$ cat src/rtl/uart_pkg.sv
// Shared definitions for the UART receive path: FSM state encoding and frame geometry.
package uart_pkg;

  localparam int unsigned UART_DATA_BITS = 8;

  typedef enum logic [2:0] {
    StWaitHigh,
    StIdle,
    StStart,
    StData,
    StStop
  } uart_state_e;

endpackage

$ cat src/rtl/uart_rx_core_if.sv
// Byte-side handshake between the UART receiver and its consumer.
interface uart_rx_core_if;
  import uart_pkg::*;

  logic                      rx_ready;
  logic [UART_DATA_BITS-1:0] rx_data;
  logic                      rx_valid;
  logic                      rx_overrun;
  logic                      frame_err;

  modport master (
    input  rx_ready,
    output rx_data,
    output rx_valid,
    output rx_overrun,
    output frame_err
  );

  modport slave (
    output rx_ready,
    input  rx_data,
    input  rx_valid,
    input  rx_overrun,
    input  frame_err
  );

endinterface

$ cat src/rtl/uart_bit_timer.sv
// Free-running bit-period counter with synchronous clear and half/full terminal counts.
module uart_bit_timer #(
  parameter int unsigned CLKS_PER_BIT = 434
) (
  input  logic clk,
  input  logic reset,
  input  logic clear,
  output logic half_done,
  output logic full_done
);

  localparam int unsigned CntW = $clog2(CLKS_PER_BIT);
  localparam logic [CntW-1:0] HalfM1 = CntW'(CLKS_PER_BIT / 2 - 1);
  localparam logic [CntW-1:0] FullM1 = CntW'(CLKS_PER_BIT - 1);

  logic [CntW-1:0] cnt_q, cnt_d;

  always_comb begin
    cnt_d = clear ? '0 : cnt_q + CntW'(1);
  end

  always_ff @(posedge clk or negedge reset) begin
    if (!reset) begin
      cnt_q <= '0;
    end else begin
      cnt_q <= cnt_d;
    end
  end

  assign half_done = (cnt_q == HalfM1);
  assign full_done = (cnt_q == FullM1);

endmodule

$ cat src/rtl/uart_rx_core.sv
// 8N1 LSB-first UART receiver with a one-entry holding register and valid/ready handshake.
module uart_rx_core #(
  parameter int unsigned CLKS_PER_BIT = 434
) (
  input  logic           clk,
  input  logic           reset,
  input  logic           rx,
  uart_rx_core_if.master rx_if
);
  import uart_pkg::*;

  uart_state_e state_q, state_d;

  logic                      half_done, full_done, tmr_clear;
  logic                      shift_en, byte_done, stop_bad;
  logic [2:0]                bit_q;
  logic [UART_DATA_BITS-1:0] shreg_q, data_q;
  logic                      valid_q, overrun_q, ferr_q;

  uart_bit_timer #(
    .CLKS_PER_BIT(CLKS_PER_BIT)
  ) u_timer (
    .clk      (clk),
    .reset    (reset),
    .clear    (tmr_clear),
    .half_done(half_done),
    .full_done(full_done)
  );

  always_ff @(posedge clk or negedge reset) begin
    if (!reset) begin
      state_q <= StWaitHigh;
    end else begin
      state_q <= state_d;
    end
  end

  always_comb begin
    state_d = state_q;
    case (state_q)
      StWaitHigh: if (rx) state_d = StIdle;
      StIdle:     if (!rx) state_d = StStart;
      StStart:    if (half_done) state_d = rx ? StIdle : StData;
      StData:     if (full_done && bit_q == 3'(UART_DATA_BITS - 1)) state_d = StStop;
      // Leaving at mid stop bit lets back-to-back start edges be caught promptly.
      StStop:     if (full_done) state_d = rx ? StIdle : StWaitHigh;
      default:    state_d = StWaitHigh;
    endcase
  end

  always_comb begin
    tmr_clear = 1'b1;
    shift_en  = 1'b0;
    byte_done = 1'b0;
    stop_bad  = 1'b0;
    case (state_q)
      StStart: tmr_clear = half_done;
      StData: begin
        tmr_clear = full_done;
        shift_en  = full_done;
      end
      StStop: begin
        tmr_clear = full_done;
        byte_done = full_done & rx;
        stop_bad  = full_done & ~rx;
      end
      default: ;
    endcase
  end

  always_ff @(posedge clk or negedge reset) begin
    if (!reset) begin
      bit_q     <= '0;
      shreg_q   <= '0;
      data_q    <= '0;
      valid_q   <= 1'b0;
      overrun_q <= 1'b0;
      ferr_q    <= 1'b0;
    end else begin
      ferr_q <= stop_bad;
      if (state_q == StStart) begin
        bit_q <= '0;
      end else if (shift_en) begin
        bit_q <= bit_q + 3'd1;
      end
      if (shift_en) begin
        shreg_q <= {rx, shreg_q[UART_DATA_BITS-1:1]};
      end
      // A new byte always wins; it only counts as overrun if the old one was not taken.
      if (byte_done) begin
        data_q    <= shreg_q;
        valid_q   <= 1'b1;
        overrun_q <= valid_q & ~rx_if.rx_ready;
      end else if (valid_q && rx_if.rx_ready) begin
        valid_q   <= 1'b0;
        overrun_q <= 1'b0;
      end
    end
  end

  assign rx_if.rx_data    = data_q;
  assign rx_if.rx_valid   = valid_q;
  assign rx_if.rx_overrun = overrun_q;
  assign rx_if.frame_err  = ferr_q;

endmodule

$ cat src/flat_wrapper.sv
// flat-port wrapper written by rule: the top's interface ports become plain ports
module uart_rx_core_flat import uart_pkg::*;
#(
  parameter int unsigned CLKS_PER_BIT = 434
)
  (clk, reset, rx, rx_if_rx_ready, rx_if_rx_data, rx_if_rx_valid, rx_if_rx_overrun, rx_if_frame_err);
  uart_rx_core_if rx_if_i ();
  input  logic clk;
  input  logic reset;
  input  logic rx;
  input wire logic [$bits(rx_if_i.rx_ready)-1:0] rx_if_rx_ready;
  output wire logic [$bits(rx_if_i.rx_data)-1:0] rx_if_rx_data;
  output wire logic [$bits(rx_if_i.rx_valid)-1:0] rx_if_rx_valid;
  output wire logic [$bits(rx_if_i.rx_overrun)-1:0] rx_if_rx_overrun;
  output wire logic [$bits(rx_if_i.frame_err)-1:0] rx_if_frame_err;
  assign rx_if_i.rx_ready = rx_if_rx_ready;
  assign rx_if_rx_data = rx_if_i.rx_data;
  assign rx_if_rx_valid = rx_if_i.rx_valid;
  assign rx_if_rx_overrun = rx_if_i.rx_overrun;
  assign rx_if_frame_err = rx_if_i.frame_err;
  uart_rx_core #(.CLKS_PER_BIT(CLKS_PER_BIT)) u_core (.clk(clk), .reset(reset), .rx(rx), .rx_if(rx_if_i));
endmodule
$ cat config.mk
export PLATFORM = sky130hd
export DESIGN_NAME = uart_rx_core_flat
export DESIGN_NICKNAME = d
export VERILOG_FILES = /design/src/rtl/uart_pkg.sv /design/src/rtl/uart_rx_core_if.sv /design/src/rtl/uart_bit_timer.sv /design/src/rtl/uart_rx_core.sv /design/src/flat_wrapper.sv
export SDC_FILE = /design/constraint.sdc
export NUM_CORES = 1
export LEC_CHECK = 0
export CORE_MARGIN = 5
export CORE_UTILIZATION = 60
export CTS_CLUSTER_SIZE = 20
export DETAILED_ROUTE_END_ITERATION = 10
export HOLD_SLACK_MARGIN = 0.02
export PLACE_DENSITY = 0.83
export SLEW_MARGIN = 20
export SYNTH_ARGS = -nofsm -noshare
export SYNTH_HDL_FRONTEND = slang
export SYNTH_HIERARCHICAL = 1
export SYNTH_SLANG_ARGS = --single-unit
$ cat constraint.sdc
create_clock -name clk -period 2.6 [get_ports clk]
set_clock_uncertainty 0.05 [all_clocks]
set_input_delay 0.52 -clock clk [delete_from_list [all_inputs] [get_ports clk]]
set_output_delay 0.52 -clock clk [all_outputs]
set_load 0.05 [all_outputs]
==> key figures <==
Run status
  – Status: finished clean

Global route
  – Tot GR Track Use: 0.172
  – Largest net degree at the start of global routing: 35
  – Initial antenna violation count: 0
  – First-pass GRT wire length: 4.81 mm
  – Total gr overflow: 0
  – Vias in the first global route: 1,149

CTS
  – H-tree Lvls: 2
  – CTS resizes: 0
  – Total CTS buffers: 5
  – Clk_lat worst skew: 0.33 ns
  – Cts hold-fix bufs: 0
  – Clock Pin Slew Worst Setup and Hold Paths: 0.10 ns
  – CTS tree: yes
  – Clk buf depth: 2
  – Root Buffer: clkbuf_4
  – Num Clock Sinks: 34
  – Post-CTS Setup Inserts: 0

Logic synthesis
  – Synth top area share: 0.533
  – Flip-flop and latch count after synthesis: 34
  – Avg Synthesized Cell Area: 11.7 µm²
  – Ys Warns: 6
  – Syn Inst Count: 136
  – Count leader, synth: dfrtp_1
  – Synth top area cells: dfrtp_1, mux2_2, ha_1
  – Sequential-to-total area share from yosys stat: 0.533
  – Synth cell count leaders: dfrtp_1, mux2_2, inv_1
  – Cell Area, Synth: 1600 µm²
  – Post-synth cell types: 36
  – Net Count, Synth: 145
  – Asr flop ratio synth: 1.00
  – Yosys top cell by area: dfrtp_1
  – Ys flop type: dfrtp_1
  – EDFF count, synth: 0

STA
  – Slew Viols, Final: 0
  – Relative slew margins: 0.654
  – Fmax: 468 MHz
  – Tcrit/Tclk final: 0.822
  – Worst-margin pin slew: 0.517 ns
  – RSZ-0062 raised after global routing: no
  – Final Hold Fails: 0
  – Setup WS post-layout: 0.463 ns
  – Final setup fails: 0
  – Fin Setup TNS: 0 ns
  – Final Critical Period: 2.14 ns

Setup path
  – Number of buffers and inverters on the critical path: 1
  – R2r setup slk: 0.62 ns
  – Crit-path max FO: 4
  – Worst Setup Start Kind: flop
  – CP max stage delay: 0.82 ns
  – Worst Path Class, Setup: reg2out
  – Worst path cell trace: clkdlybuf4s50_1
  – Critical Path AT: 1.57 ns
  – Slowest cell on crit path: clkdlybuf4s50_1
  – Crit end category: output pin
  – Cell family with most CP delay: buffers and inverters
  – Worst endpoint required time: 2.03 ns

Power
  – Part of the power in registers: 0.545
  – Leakage: 0.845 nW
  – Cell Int Power: 0.886 mW
  – Gate power share: 0.136
  – Clock group share of total power: 0.319
  – Switching power: 0.325 mW
  – Sw frac: 0.268
  – Pwr Density: 656 nW/µm²
  – Max VDD drop: 625 µV

Floorplanning
  – Die Ht: 61.6 µm
  – Die area: 3790 µm²
  – Initial Utilization: 0.633
  – FP Rows: 18
  – I/O pin count: 15
  – Die width: 61.6 µm
  – Core region area: 2520 µm²

Final layout
  – Final Util: 0.732
  – # nets final: 164
  – Share of layout cells above drive strength 1: 0.194
  – Register area: 851 µm²
  – Final std cells w/o fill: 185
  – Fill cells: 163
  – P&R area growth vs syn: 15.6%
  – Multi-input gate area: 676 µm²
  – Diode count: 0

Route
  – Post-Route WL: 2.75 mm
  – DR vias: 1,088
  – Detailed-route vias per instance: 5.88
  – WL/cell: 14.9 µm
  – DR iter-0 viols: 38
  – Residual DRC: 0
  – Detailed Routing Iterations Pass 1: 4
  – Routed Antenna Nets: 0

Worst hold path
  – Worst hold path class: reg2reg

Placed design
  – DP Cell Count: 178
  – GPL Wtd Cong: 0.776
  – PortBufs: 14
  – DP HPWL: 1.95 mm
  – DP Worst Slack: 0.643 ns

Flow run
  – Max_cap viols: 0
## area by class of cell
type / instances / area share
sequential: 34 / 0.461
multi-input combinational: 87 / 0.366
timing repair buffer: 17 / 0.0881
clock buffer: 6 / 0.0278
inverter: 10 / 0.0203
tap: 30 / 0.0203
clock inverter: 1 / 0.0163
## sequential cells by signal, indices dropped and copies added (netlist names)
name	flops
u_core/rx_if.rx_data	8
u_core/shreg_q	8
u_core/bit_q	3
u_core/rx_if.rx_valid	1
u_core/state_q	3
u_core/u_timer/cnt_q	9
u_core/rx_if.rx_overrun	1
u_core/rx_if.frame_err	1
## per-layer routing
metal / GRT usage / up-vias / share of wire
li1: - / 524 / -
met1: 0.200 / 533 / 0.44
met2: 0.284 / 24 / 0.49
met3: 0.0524 / 7 / 0.047
met4: 0.0939 / 0 / 0.019
met5: 0 / - / 0
## final timing paths
check	from	endpoint	depth (start not counted)
worst max-delay path	u_core/rx_if.rx_valid	rx_if_rx_valid	1
max in group asynchronous	reset	u_core/bit_q[1]	2
min in group asynchronous	reset	u_core/state_q[1]	2
worst max register to register	u_core/u_timer/cnt_q[1]	u_core/rx_if.rx_data[3]	8
worst min register to register	u_core/rx_if.rx_data[6]	u_core/rx_if.rx_data[6]	1
worst min-delay path	u_core/rx_if.rx_data[6]	u_core/rx_if.rx_data[6]	1
## stage by stage
stage / instance area [µm²] / power, mW / hold slack (ns)
2_1_floorplan: 1600 / 0.777 / 0.174
3_3_place_gp: 1760 / 0.823 / 0.440
3_5_place_dp: 1760 / 0.835 / 0.446
4_1_cts: 1850 / 1.23 / 0.472
5_1_grt: 1850 / 1.28 / 0.499
6_report: 1850 / 1.21 / 0.473
## power by group through the flow
stage               combinational, mW  clock (mW)  sequential (mW)
floorplan                       0.125           0            0.652
global placement                0.158           0            0.665
detailed placement              0.166           0            0.668
CTS                             0.167       0.401            0.659
global route                    0.192       0.421            0.672
finish                          0.165       0.387            0.660
## cells by family after synthesis
| group | count (synthesis) | share of synthesized area |
|---|---|---|
| adders and majority gates | 5 | 0.0392 |
| AOI/OAI and AO/OA | 24 | 0.0964 |
| muxes | 17 | 0.119 |
| xor gates and xnor gates | 3 | 0.0165 |
| buffers and inverters | 15 | 0.0439 |
| DFF | 34 | 0.533 |
| and+or+nand+nor | 38 | 0.152 |
## cell usage in the layout, fill, tap and decap left out, types with 5 or more instances in the layout
master / synthesis / layout
dfrtp_1: 34 / 34
mux2_2: 16 / 16
clkdlybuf4s50_1: 0 / 14
inv_1: 10 / 10
a21oi_1: 7 / 7
o21ai_0: 6 / 6
clkbuf_4: 0 / 5
nand3_1: 5 / 5
nor2_1: 5 / 5
ha_1: 5 / 5
No activity file was read; power rests on OpenSTA's default activity.
